--- config.mk ---
export PLATFORM = sky130hd
export DESIGN_NAME = ssd_scroll_scheduler
export DESIGN_NICKNAME = d
export VERILOG_FILES = /design/src/rtl/ssd_scroll_scheduler.sv
export SDC_FILE = /design/constraint.sdc
export NUM_CORES = 1
export LEC_CHECK = 0
export ABC_AREA = 1
export ABC_CLOCK_PERIOD_IN_PS = 4900
export CAP_MARGIN = 20
export CORE_UTILIZATION = 57
export CTS_BUF_LIST = sky130_fd_sc_hd__clkbuf_4 sky130_fd_sc_hd__clkbuf_8 sky130_fd_sc_hd__clkbuf_16
export CTS_CLUSTER_SIZE = 40
export DETAILED_ROUTE_END_ITERATION = 6
export PLACE_DENSITY = 0.73
export SYNTH_ARGS = -nofsm -noshare
export SYNTH_HDL_FRONTEND = slang
export SYNTH_SLANG_ARGS = --single-unit
export TNS_END_PERCENT = 50
--- constraint.sdc ---
create_clock -name clk -period 4.9 [get_ports clk]
set_input_delay 1.47 -clock clk [delete_from_list [all_inputs] [get_ports clk]]
set_output_delay 1.47 -clock clk [all_outputs]
set_load 0.005 [all_outputs]
--- src/rtl/ssd_scroll_scheduler.sv ---
// Scrolls a message of up to 16 characters across a 4-digit active-low seven-segment display.
// Optional macro SSD_SCROLL_DIR_EN adds a 'dir' input that selects backward scrolling.
module ssd_scroll_scheduler #(
    parameter int unsigned REFRESH_DIV = 100000,
    parameter int unsigned SCROLL_DIV  = 25000000
) (
    input  logic       clk,
    input  logic       rst,
    input  logic       SWT,
`ifdef SSD_SCROLL_DIR_EN
    input  logic       dir,
`endif
    input  logic       wr_en,
    input  logic [3:0] wr_addr,
    input  logic [4:0] wr_char,
    input  logic       start,
    input  logic       stop,
    input  logic [4:0] msg_len,
    output logic       busy,
    output logic [3:0] anode,
    output logic [6:0] segOut
);
    localparam int unsigned RW        = $clog2(REFRESH_DIV);
    localparam int unsigned SW        = $clog2(SCROLL_DIV);
    localparam int unsigned DEPTH     = 16;
    localparam logic [4:0]  MAX_LEN   = 5'd16;
    localparam logic [4:0]  BLANK     = 5'd31;
    localparam logic [6:0]  SEG_BLANK = 7'h7F;

    typedef enum logic {IDLE, RUN} state_t;

    state_t        state_q, state_d;
    logic [4:0]    char_buf [DEPTH];
    logic [3:0]    pos_q, pos_d;
    logic [4:0]    len_q, len_d;
    logic [SW-1:0] scnt_q, scnt_d;
    logic [RW-1:0] rcnt_q;
    logic [1:0]    d_q;

    logic          start_ok_c;
    logic [4:0]    len_clamp_c;
    logic [3:0]    pos_fwd_c;
    logic [3:0]    pos_step_c;
    logic [1:0]    slot_c;
    logic [4:0]    sum_c;
    logic [4:0]    idx_c;
    logic [4:0]    code_c;
    logic [6:0]    seg_c;

    assign start_ok_c  = start && (msg_len != 5'd0);
    assign len_clamp_c = (msg_len > MAX_LEN) ? MAX_LEN : msg_len;
    assign pos_fwd_c   = ({1'b0, pos_q} == (len_q - 5'd1)) ? 4'd0 : pos_q + 4'd1;

`ifdef SSD_SCROLL_DIR_EN
    assign pos_step_c  = dir ? ((pos_q == 4'd0) ? 4'(len_q - 5'd1) : pos_q - 4'd1) : pos_fwd_c;
`else
    assign pos_step_c  = pos_fwd_c;
`endif

    // Character slot within the window: d=3 is slot 0 (leftmost).
    assign slot_c = ~d_q;
    assign sum_c  = {1'b0, pos_q} + {3'b000, slot_c};
    assign idx_c  = ((len_q > 5'd4) && (sum_c >= len_q)) ? sum_c - len_q : sum_c;

    always_comb begin
        code_c = char_buf[idx_c[3:0]];
        if ((len_q <= 5'd4) && ({3'b000, slot_c} >= len_q)) begin
            code_c = BLANK;
        end
    end

    always_comb begin
        seg_c = SEG_BLANK;
        case (code_c)
            5'd0:  seg_c = 7'b1000000;
            5'd1:  seg_c = 7'b1111001;
            5'd2:  seg_c = 7'b0100100;
            5'd3:  seg_c = 7'b0110000;
            5'd4:  seg_c = 7'b0011001;
            5'd5:  seg_c = 7'b0010010;
            5'd6:  seg_c = 7'b0000010;
            5'd7:  seg_c = 7'b1111000;
            5'd8:  seg_c = 7'b0000000;
            5'd9:  seg_c = 7'b0010000;
            5'd10: seg_c = 7'b0001000;
            5'd11: seg_c = 7'b0000011;
            5'd12: seg_c = 7'b1000110;
            5'd13: seg_c = 7'b0100001;
            5'd14: seg_c = 7'b0000110;
            5'd15: seg_c = 7'b0001110;
            5'd16: seg_c = 7'b0111111;
            default: seg_c = SEG_BLANK;
        endcase
    end

    // Next state: stop beats start; scrolling only advances in RUN with a long message.
    always_comb begin
        state_d = state_q;
        pos_d   = pos_q;
        len_d   = len_q;
        scnt_d  = scnt_q;
        if (stop) begin
            state_d = IDLE;
        end else if (start_ok_c) begin
            state_d = RUN;
            pos_d   = 4'd0;
            scnt_d  = '0;
            len_d   = len_clamp_c;
        end else if ((state_q == RUN) && SWT && (len_q > 5'd4)) begin
            if (scnt_q == SW'(SCROLL_DIV - 1)) begin
                scnt_d = '0;
                pos_d  = pos_step_c;
            end else begin
                scnt_d = scnt_q + SW'(1);
            end
        end
    end

    always_ff @(posedge clk) begin
        if (rst) begin
            state_q <= IDLE;
            pos_q   <= 4'd0;
            len_q   <= 5'd0;
            scnt_q  <= '0;
            rcnt_q  <= '0;
            d_q     <= 2'd0;
            busy    <= 1'b0;
            anode   <= 4'b1111;
            segOut  <= SEG_BLANK;
        end else begin
            state_q <= state_d;
            pos_q   <= pos_d;
            len_q   <= len_d;
            scnt_q  <= scnt_d;
            busy    <= (state_d == RUN);
            if (SWT) begin
                if (rcnt_q == RW'(REFRESH_DIV - 1)) begin
                    rcnt_q <= '0;
                    d_q    <= d_q - 2'd1;
                end else begin
                    rcnt_q <= rcnt_q + RW'(1);
                end
                anode  <= ~(4'b0001 << d_q);
                segOut <= (state_q == RUN) ? seg_c : SEG_BLANK;
            end else begin
                anode  <= 4'b1111;
                segOut <= SEG_BLANK;
            end
        end
    end

    // Message buffer is host-owned and intentionally not reset.
    always_ff @(posedge clk) begin
        if (wr_en) begin
            char_buf[wr_addr] <= wr_char;
        end
    end
endmodule

==> impl_metrics.ini <==
[timing]
clock_skew_ns = 0.00532
fin_crit_sh_pct = 86.7
maxSlewHeadroom_pct = 37.6
final_hold_viol_count = 0
worst_slew_pin_slew_ns = 0.924
post-route-min-period_ns = 4.25
tns_ns = 0
setup_viol = 0
drv_slew = 0
fmax_ghz = 0.235
rsz0062_at_grt = false

[floorplanning]
die_h_um = 114
start_util_pct = 59.1
io_pins = 32
coreArea_um2 = 12200
core.rowCount = 40
die_area_um2 = 13100
chipWidth_um = 114

[synth]
synthTopCellsByArea = edfxtp_1 (33%), dfxtp_1 (18%), nand2_1 (8.3%)
synth-edff-count = 80
synth-main-ff-cell = edfxtp_1
synthDistinctLibCells = 42
syn_avg_cell_area_um2 = 8.60
synth_area_leader_cell = edfxtp_1
async_reset_ff_share_pct = 0
yosys_warnings = 0
synth-seq-cells = 145
seq_area_frac_synth_pct = 51.6
synth_nets = 880
synth_common_cells = nand2_1 (158), inv_1 (128), nand3_1 (89), nor2_1 (88), edfxtp_1 (80)
synthCells = 835
synth_area_um2 = 7180
synth_top_area_share_pct = 33.4
yosysMostFrequentCell = nand2_1

[critical_path]
worstReg2RegStart = d_q[0]$_SDFFE_PP0P_
crit_arrival_ns = 4.56
worst_setup_path_end_kind = register
cp-start-kind = register
worstReg2RegEnd = segOut[4]$_SDFF_PP1_
path_cells = inv_1 -> ha_1 -> inv_1 -> fa_1 -> nor3_1 -> ha_1 -> a21oi_1 -> nand3_2 -> nand2_4 -> nand2_4 -> nand2_4 -> nand2_1 -> o211ai_1 -> nand3_1 -> nand3_1 -> nand2_1 -> nor2_2 -> inv_1 -> ha_1 -> nand2_2 -> nor2_1 -> nor2_1 -> nand2_1
required_ns = 5.22
crit_type = reg -> reg
reg2regPathDepth = 23
path_max_fanout = 47
slowest_stage = fa_1
critPathMaxStageDelay_ns = 0.41
regToRegSetupSlack_ns = 0.65

[detailed_routing]
dr.first_iter.drc_count = 506
ant_nets = 0
drt_wl_total_mm = 16.2
viasPerCell = 5.44
vias = 5730
wl_per_cell_um = 15.4
drc = 0
firstDrtPassIters = 5

[clocking]
cts_max_path_buffers = 2
htreeDepth = 4
cts_setup_buffers = 0
clock-sinks = 145
root_buffer = clkbuf_16
path_clk_slew_ns = 0.06
cts_tree = built
numCtsBuffers = 17
clock_latency_ns = 0.42

[final_layout]
fin_util_pct = 67.5
syn2layout_area_growth_pct = 14.3
diodes = 0
fill_cells = 980
finalNetCount = 918
layout-drive-gt1-share_pct = 7.34

[global_route]
grtUsageTotal_pct = 26.9
grt_overflow = 0
grt_pass1_vias = 5602
grt_start_max_net_pins = 48
grt_first_pass_wirelength_mm = 26.9
antenna_found_initial = 0

[run]
drv_cap = 0

[min_path]
hold_depth = 2
min_to = rcnt_q[16]$_SDFFE_PP0P_
worstHoldStart = rcnt_q[16]$_SDFFE_PP0P_
hold_class = reg -> reg

[outcome]
status = finished clean

[place]
gp_congestion = 0.895
dp_hpwl_mm = 11.4
portBuffers = 31

[pwr]
ir_worst_vdd_v = 0.000213
p_leak_nw = 3.27
p_per_area_nw_per_um2 = 357
[stage by stage]
stage / hold WS [ns] / power [mW] / instances / instance area [um2] / setup WS, ns
floorplan: 0.445 / 1.63 / 835 / 7180 / 1.41
global placement: 0.460 / 1.72 / 1021 / 7630 / 0.645
detailed placement: 0.466 / 1.74 / 1021 / 7630 / 0.407
CTS: 0.475 / 2.94 / 1053 / 8190 / 0.362
global route: 0.513 / 3.04 / 1054 / 8210 / 0.242
finish: 0.475 / 2.93 / 1054 / 8210 / 0.651
[repair_timing]
| item | CTS | global route |
|---|---|---|
| endpoints found under the setup margin | 0 | 5 |
| gates resized for setup | 0 | 2 |
| hold buffers | 0 | 0 |
[cells by family (layout without fill, tap and decap cells)]
family	Yosys count	in the layout	synth area share, %
and+or+nand+nor	395	395	24.5
adders and majority gates	25	25	4.56
AOI/OAI and AO/OA	96	96	8.24
xor gates and xnor gates	23	23	2.80
buffers and inverters	151	202	8.34
DFF	145	145	51.6
[layout by cell type (no fill, tap or decap), drive strengths merged, types with 23 or more instances in the layout]
cell type      instances
nor2                  94
ha                    23
a21oi                 36
edfxtp                80
inv                  134
nand2                164
clkdlybuf4s50         31
dfxtp                 65
nand3                 93
o21ai                 25
[how the worst max path moves through the flow]
stage,from,end,cells past startpoint
global route,d_q[0]$_SDFFE_PP0P_,segOut[4]$_SDFF_PP1_,26
detailed placement,d_q[0]$_SDFFE_PP0P_,segOut[4]$_SDFF_PP1_,23
floorplan,d_q[0]$_SDFFE_PP0P_,segOut[4]$_SDFF_PP1_,27
CTS,d_q[0]$_SDFFE_PP0P_,segOut[4]$_SDFF_PP1_,23
finish,d_q[0]$_SDFFE_PP0P_,segOut[4]$_SDFF_PP1_,23
global placement,d_q[0]$_SDFFE_PP0P_,segOut[5]$_SDFF_PP1_,23
[state kept, by name (all words and copies together), names as in the netlist]
| register | cells |
|---|---|
| d_q | 2 |
| pos_q | 4 |
| scnt_q | 25 |
| len_q | 5 |
| state_q | 1 |
| segOut | 7 |
| anode | 4 |
| rcnt_q | 17 |
| char_buf | 80 |
[cell type report]
type | count | area, um2 | area share, %
Tap cell | 168 | 210 | 2.56
Clock buffer | 19 | 447 | 5.44
Inverter | 135 | 507 | 6.17
Multi-Input combinational cell | 539 | 2890 | 35.2
Sequential cell | 145 | 3700 | 45.1
Clock inverter | 13 | 113 | 1.37
Timing Repair Buffer | 35 | 340 | 4.15
[critical path: cells and delay by family (launching register included)]
| family | cells | cell delay, ns |
|---|---|---|
| compound gates | 2 | 0.34 |
| fa+ha+maj | 4 | 1.13 |
| buf+inv | 3 | 0.29 |
| flops | 1 | 0.35 |
| simple gates | 14 | 2.00 |
[metal layers]
metal / vias up / track usage (%) / wire [um]
li1: 2849 / - / -
met1: 2705 / 33.1 / 7220
met2: 147 / 46.6 / 7990
met3: 29 / 4.87 / 669
met4: 0 / 11.6 / 299
met5: - / 0 / 0
[where the power goes]
| part | total, mW | internal, mW | switching [mW] | leakage [nW] |
|---|---|---|---|---|
| clock network | 1.21 | 0.714 | 0.498 | 0.272 |
| registers | 1.31 | 1.30 | 0.0102 | 1.25 |
| logic | 0.408 | 0.133 | 0.275 | 1.75 |
Power figures use the tool's default switching activity.
